File: config.mk
export PLATFORM = sky130hd
export DESIGN_NAME = apb_master
export DESIGN_NICKNAME = d
export VERILOG_FILES = /design/src/rtl/apb_pkg.sv /design/src/rtl/apb_master.sv
export SDC_FILE = /design/constraint.sdc
export NUM_CORES = 1
export LEC_CHECK = 0
export ABC_AREA = 1
export CAP_MARGIN = 20
export CORE_MARGIN = 3
export CORE_UTILIZATION = 38
export CTS_CLUSTER_SIZE = 16
export DETAILED_ROUTE_END_ITERATION = 10
export PLACE_DENSITY = 0.77
export SKIP_CTS_REPAIR_TIMING = 1
export SYNTH_ARGS = -nofsm -noshare
export SYNTH_HDL_FRONTEND = slang
export SYNTH_SLANG_ARGS = --single-unit
File: constraint.sdc
create_clock -name PCLK -period 1.4 [get_ports PCLK]
set_input_delay 0.28 -clock PCLK [delete_from_list [all_inputs] [get_ports PCLK]]
set_output_delay 0.28 -clock PCLK [all_outputs]
set_load 0.05 [all_outputs]
File: src/rtl/apb_pkg.sv
// rtl/apb_pkg.sv - shared APB requester types, default widths and alignment helper
package apb_pkg;

    localparam int APB_ADDR_W = 8;
    localparam int APB_DATA_W = 32;

    typedef enum logic [1:0] {
        ST_IDLE   = 2'd0,
        ST_SETUP  = 2'd1,
        ST_ACCESS = 2'd2,
        ST_RESP   = 2'd3
    } apb_state_t;

    // A transfer is only issued for word-aligned byte addresses.
    function automatic logic apb_aligned(input logic [1:0] addr_lsb);
        return (addr_lsb == 2'b00);
    endfunction

endpackage

File: src/rtl/apb_master.sv
// rtl/apb_master.sv - APB requester with command/response handshakes and PREADY watchdog
module apb_master
    import apb_pkg::*;
#(
    parameter int ADDR_W  = APB_ADDR_W,
    parameter int DATA_W  = APB_DATA_W,
    parameter int TIMEOUT = 16
) (
    input  logic              PCLK,
    input  logic              PRESETn,

    input  logic              cmd_valid,
    output logic              cmd_ready,
    input  logic              cmd_write,
    input  logic [ADDR_W-1:0] cmd_addr,
    input  logic [DATA_W-1:0] cmd_wdata,

    output logic              rsp_valid,
    input  logic              rsp_ready,
    output logic [DATA_W-1:0] rsp_rdata,
    output logic              rsp_err,
    output logic              rsp_timeout,

    output logic [ADDR_W-1:0] PADDR,
    output logic              PSEL,
    output logic              PENABLE,
    output logic              PWRITE,
    output logic [DATA_W-1:0] PWDATA,
    input  logic [DATA_W-1:0] PRDATA,
    input  logic              PREADY,
    input  logic              PSLVERR
);

    localparam int               CNT_W    = $clog2(TIMEOUT + 1);
    localparam logic [CNT_W-1:0] CNT_LAST = CNT_W'(TIMEOUT - 1);

    apb_state_t       state;
    apb_state_t       state_nxt;
    logic [CNT_W-1:0] wd_cnt;
    logic             cmd_fire;
    logic             cmd_aligned;
    logic             wd_expire;

    assign cmd_fire    = (state == ST_IDLE) && cmd_valid;
    assign cmd_aligned = apb_aligned(cmd_addr[1:0]);
    // Last permitted wait cycle: without PREADY now, the transfer is abandoned.
    assign wd_expire   = (state == ST_ACCESS) && !PREADY && (wd_cnt == CNT_LAST);

    // State register; reset drops PSEL/PENABLE/rsp_valid at once since they decode from state.
    always_ff @(posedge PCLK or negedge PRESETn) begin
        if (!PRESETn) begin
            state <= ST_IDLE;
        end else begin
            state <= state_nxt;
        end
    end

    // Next-state and state-decoded handshake/bus controls (no input-to-output paths).
    always_comb begin
        state_nxt = state;
        cmd_ready = 1'b0;
        rsp_valid = 1'b0;
        PSEL      = 1'b0;
        PENABLE   = 1'b0;
        unique case (state)
            ST_IDLE: begin
                cmd_ready = 1'b1;
                if (cmd_valid) begin
                    state_nxt = cmd_aligned ? ST_SETUP : ST_RESP;
                end
            end
            ST_SETUP: begin
                PSEL      = 1'b1;
                state_nxt = ST_ACCESS;
            end
            ST_ACCESS: begin
                PSEL    = 1'b1;
                PENABLE = 1'b1;
                if (PREADY || wd_expire) begin
                    state_nxt = ST_RESP;
                end
            end
            ST_RESP: begin
                rsp_valid = 1'b1;
                if (rsp_ready) begin
                    state_nxt = ST_IDLE;
                end
            end
            default: begin
                state_nxt = ST_IDLE;
            end
        endcase
    end

    // Watchdog: counts consecutive ACCESS cycles without PREADY, restarted in SETUP.
    always_ff @(posedge PCLK or negedge PRESETn) begin
        if (!PRESETn) begin
            wd_cnt <= '0;
        end else if (state == ST_SETUP) begin
            wd_cnt <= '0;
        end else if ((state == ST_ACCESS) && !PREADY) begin
            wd_cnt <= wd_cnt + CNT_W'(1);
        end
    end

    // Bus request fields: loaded only for aligned commands and held for the whole transfer.
    always_ff @(posedge PCLK or negedge PRESETn) begin
        if (!PRESETn) begin
            PADDR  <= '0;
            PWRITE <= 1'b0;
            PWDATA <= '0;
        end else if (cmd_fire && cmd_aligned) begin
            PADDR  <= cmd_addr;
            PWRITE <= cmd_write;
            PWDATA <= cmd_wdata;
        end
    end

    // Response fields: written when the outcome is known, then held through RESP.
    always_ff @(posedge PCLK or negedge PRESETn) begin
        if (!PRESETn) begin
            rsp_rdata   <= '0;
            rsp_err     <= 1'b0;
            rsp_timeout <= 1'b0;
        end else if (cmd_fire && !cmd_aligned) begin
            rsp_rdata   <= '0;
            rsp_err     <= 1'b1;
            rsp_timeout <= 1'b0;
        end else if ((state == ST_ACCESS) && PREADY) begin
            // Read data is only meaningful for a successful read.
            rsp_rdata   <= (PWRITE || PSLVERR) ? '0 : PRDATA;
            rsp_err     <= PSLVERR;
            rsp_timeout <= 1'b0;
        end else if (wd_expire) begin
            rsp_rdata   <= '0;
            rsp_err     <= 1'b1;
            rsp_timeout <= 1'b1;
        end
    end

endmodule
### Yosys cells after proc, flatten, opt, wreduce, memory -nomap -nowiden

Cells that the tools add are included.
Widths: inputs -> output; s select.

* input port bits: 79
* output and inout port bits: 79
* flip-flop bits (word level): 82
* logic and storage cells: 52

* reductions and logical operators: 16
* multiplexer cells: 20
* add/sub/neg operators: 1
* equal/unequal tests: 7

Operators with widths (count)
* $mux 32: 4
* $mux 5: 2
* $mux 1: 9
* $mux 2: 4
* $pmux 2 s4: 1
* $logic_and 1x1->1: 6
* $ne 2x2->1 const B: 3
* $add 5x1->5 const B: 1
* $eq 5x4->1 const B: 1
* $eq 2x2->1 const B: 2
* $logic_not 2->1: 2
* $reduce_and 3->1: 1
* $reduce_bool 3->1: 1
* $eq 2x1->1 const B: 1
* $logic_not 1->1: 2
* $logic_or 1x1->1: 2
* $reduce_bool 2->1: 1
* $reduce_or 2->1: 1

### Depth between registers and ports, before layout

* word-level depth: 6
* gate-level depth with buffers: 9
* gate-level depth less buffers: 9

### Worst setup path before layout

Ideal clock, no wire load.

* path kind: register -> register
* start point: reg state[0]
* end point: reg rsp_rdata[11]
* cell stages (with the launch flop): 10
* data required time: 1.279 ns
* buffers on the path: 2
* data arrival time: 1.672 ns
* clock period less this slack: 1.793 ns
* library setup time: 0.121 ns
* setup slack: -0.393 ns
* cells stage by stage: dfrtp_1 inv_1 ha_1 nand2_1 inv_2 nand2_2 buf_4 buf_2 nand4_1 nand2_1

* longest elaborated chain between the ends: 4
* elaborated cells between the ends (all ways): 10
* classes of those cells: eq/ne (1); mux (2); reduce/logical (7)

Ends and longest elaborated chain
* start: declaration: RTL line apb_master.sv:37 `apb_state_t state;`
* start signal: assignment: RTL line apb_master.sv:54 `state <= state_nxt;`
* $eq 2x2->1 or $logic_not 2->1 (tied branches): RTL line apb_master.sv:47, apb_master.sv:129, apb_master.sv:44
* $logic_and 1x1->1 (on tied branches): RTL line apb_master.sv:129, apb_master.sv:44, apb_master.sv:47
* $mux 32 (tied with other cells): RTL line apb_master.sv:129 `end else if ((state == ST_ACCESS) && PREADY) begin`
* $mux 32 or $reduce_bool 3->1 (tied branches)
* end signal: assignment: RTL line apb_master.sv:131 `rsp_rdata <= (PWRITE || PSLVERR) ? '0 : PRDATA;`
* end: declaration: RTL line apb_master.sv:20 `output logic [DATA_W-1:0] rsp_rdata,`

Several ways; a longest one is shown, not always the timed one.
A chain may end at the register's enable or synchronous reset.

### Worst setup path after layout

* start point: reg wd_cnt[1]
* end point: reg rsp_rdata[13]

* longest elaborated chain between the ends: 3

Ends and longest elaborated chain
* start: declaration: RTL line apb_master.sv:39 `logic [CNT_W-1:0] wd_cnt;`
* start signal: assignment: RTL line apb_master.sv:102 `wd_cnt <= wd_cnt + CNT_W'(1);`
* $eq 5x4->1: RTL line apb_master.sv:47 `assign wd_expire = (state == ST_ACCESS) && !PREADY && (wd_cnt == CNT_LAST);`
* $logic_and 1x1->1: RTL line apb_master.sv:47
* $reduce_bool 3->1 (no line)

Every way passes these cells.

==> results_dict.tcl <==
set metrics [dict create \
    antenna_found_initial 0 \
    r2r-start "wd_cnt[1]$_DFFE_PN0P_" \
    clkTransAtPathRegs_ps 80 \
    yosysTopAreaCell "dfrtp_1" \
    r2r_cells 8 \
    cp.required_ps 1640 \
    multiInputGateArea_um2 1466 \
    hold_class "input pin to async pin" \
    grt_overflow 0 \
    synth-compound-area-share_pct 0.9790 \
    num_vias 3679 \
    nets 671 \
    crit_buf_inv 1 \
    wl_per_cell_um 18.04 \
    ios 158 \
    grt_pass1_wl_um 18230 \
    crit_type "flop to flop" \
    cts-root-buf "clkbuf_8" \
    first_iter_violations 91 \
    yosys_warnings 0 \
    leakagePower_nw 3.360 \
    grt_max_degree 78 \
    synth_area_leaders "dfrtp_1 (57%), nand2_1 (18%), nand4_1 (11%), buf_2 (2.7%), ha_1 (2.4%)" \
    die_area_um2 10620 \
    worst_slew_pin_slew_ps 418.7 \
    slowest_stage "dfrtp_1" \
    routabilityCongestion 0.8977 \
    fmax_ghz 0.6157 \
    wl_um 12570 \
    hold_ws_ps 289.8 \
    post-route-min-period_ps 1624 \
    firstDrtPassIters 4 \
    cpPeakStageDelay_ps 390 \
    core_area_um2 8934 \
    start_kind "flop" \
    cts_tree "built" \
    register_area_um2 2052 \
    syn_nets 491 \
    rrSetupSlack_ps -220 \
    setup_viol_count_final 41 \
    syn_area_per_cell_um2 8.836 \
    clk_path_buf_depth 2 \
    io_buffers 157 \
    final.setup_skew_ps 7.075 \
    ys_seq_elements 82 \
    syn_area_um2 3578 \
    crit_chain "ha_2, nand2_2, nor2_2, ha_2, nand3_4, clkbuf_16, nand4_1, nand2_1" \
    outcome "complete, but fails checks" \
    slew-limit-headroom_pct 71.98 \
    final_util_pct 77.09 \
    setup_tns_ps -7154 \
    start_util_pct 40.06 \
    synthCells 405 \
    regToRegEndpoint "rsp_rdata[13]$_DFFE_PN0P_" \
    cts_max_level 3 \
    die_w_um 103.0 \
    hold_viol 0 \
    diodes 0 \
    total_power_mw 18.27 \
    ys_types 17 \
    dpl.hpwl_um 8293 \
    maxCapViolations 0 \
    power_density_nw_per_um2 2653 \
    synthMuxAreaShare_pct 0 \
    ant_nets 0 \
    synth-simple-area-share_pct 32.34 \
    violations "setup timing" \
    vias_per_cell 5.278 \
    ir_worst_vdd_mv 2.025 \
    most-common-layout-cells "nand2_1 (145), buf_12 (88), dfrtp_1 (82), clkdlybuf4s50_1 (77), nand4_1 (65)" \
    synth.top_cell.area_share_pct 57.34 \
    drc_errors 0 \
    fillers 548 \
    seq_area_frac_synth_pct 57.34 \
    layout_commonest_cell "nand2_1" \
    die_height_um 103.0 \
    synth-adder-area-share_pct 2.448 \
    grt_usage_pct 22.00 \
    grt_pass1_vias 3680 \
    fin_ws_ps -224.0 \
    synth_top_family_by_area "simple AND/OR/NAND/NOR gates" \
    synthXorXnorAreaFrac_pct 0.2448 \
    cts-buffers-inserted 9 \
    arrival_ps 1870 \
    rows 34 \
    report.final.slew_viol_count 0 \
    rsz0062_at_grt "yes" \
    fin_crit_sh_pct 116.0 \
    cp_common_cell "ha_2" \
    crit_path_end_kind "flop" \
    drive_above_1_share_pct 31.07 \
    critPathTopFamily "simple AND/OR/NAND/NOR gates" \
    clkSinkCount 82 \
    area_growth_pct 92.45 \
    path_max_fanout 6 \
    clock_latency_ps 350 \
]
## metal layers
layer  wire, um  up-vias  track usage [%]
met5          0        -                0
met4        137        0            6.474
met3       1551       16            10.96
met2       6405      193            35.37
met1       4479     1782            26.06
li1           -     1688                -
## worst max path at each step
stage / start / end / slack [ps] / cells past startpoint
floorplan: state[1]$_DFFE_PN0P_ / rsp_rdata[11]$_DFFE_PN0P_ / -40 / 9
global placement: cmd_addr[1] / PADDR[7]$_DFFE_PN0P_ / -240 / 7
detailed placement: cmd_addr[1] / PADDR[7]$_DFFE_PN0P_ / -210 / 7
CTS: state[1]$_DFFE_PN0P_ / rsp_valid / -190 / 3
global route: wd_cnt[1]$_DFFE_PN0P_ / rsp_rdata[13]$_DFFE_PN0P_ / -300 / 8
finish: wd_cnt[1]$_DFFE_PN0P_ / rsp_rdata[13]$_DFFE_PN0P_ / -220 / 8
## final cells by class
type / instances / area share, %
repair buffers: 196 / 42.15
flip-flops and latches: 82 / 29.80
multi-input cells: 276 / 21.29
clock buffers: 10 / 1.999
well taps: 108 / 1.962
clock inverters: 5 / 1.490
inverters: 20 / 1.308
## synthesized netlist by cell type (all sizes together)
master / count
xor2: 1
dfrtp: 82
ha: 7
nand3: 4
o21ai: 4
nand4: 65
inv: 20
buf: 25
a21oi: 3
clkbuf: 2
nand2: 177
nor2: 15
## metrics by stage
stage | setup slack (ps) | instance area, um^2 | cells
floorplan | -41.38 | 3642 | 405
global placement | -235.7 | 6238 | 667
detailed placement | -210.0 | 6238 | 667
CTS | -192.9 | 6479 | 682
global route | -303.8 | 6887 | 697
finish | -224.0 | 6887 | 697
## state kept, by name (all words and copies together) (netlist names)
signal	flops
PADDR	8
PWDATA	32
PWRITE	1
rsp_err	1
rsp_rdata	32
rsp_timeout	1
state	2
wd_cnt	5
## logic make-up (layout without fill, tap and decap cells)
| kind of cell | after synthesis | in the layout |
|---|---|---|
| flops | 82 | 82 |
| fa+ha+maj | 7 | 7 |
| simple gates | 261 | 261 |
| compound gates | 7 | 7 |
| buf+inv | 47 | 231 |
| xor+xnor | 1 | 1 |
## where the power goes
part           switching [mW]  internal [mW]  total (mW)
sequential               1.23           3.43        4.66
combinational            6.10           5.41        11.5
clock                   0.880           1.22        2.10
(Power assumes the default switching activity.)
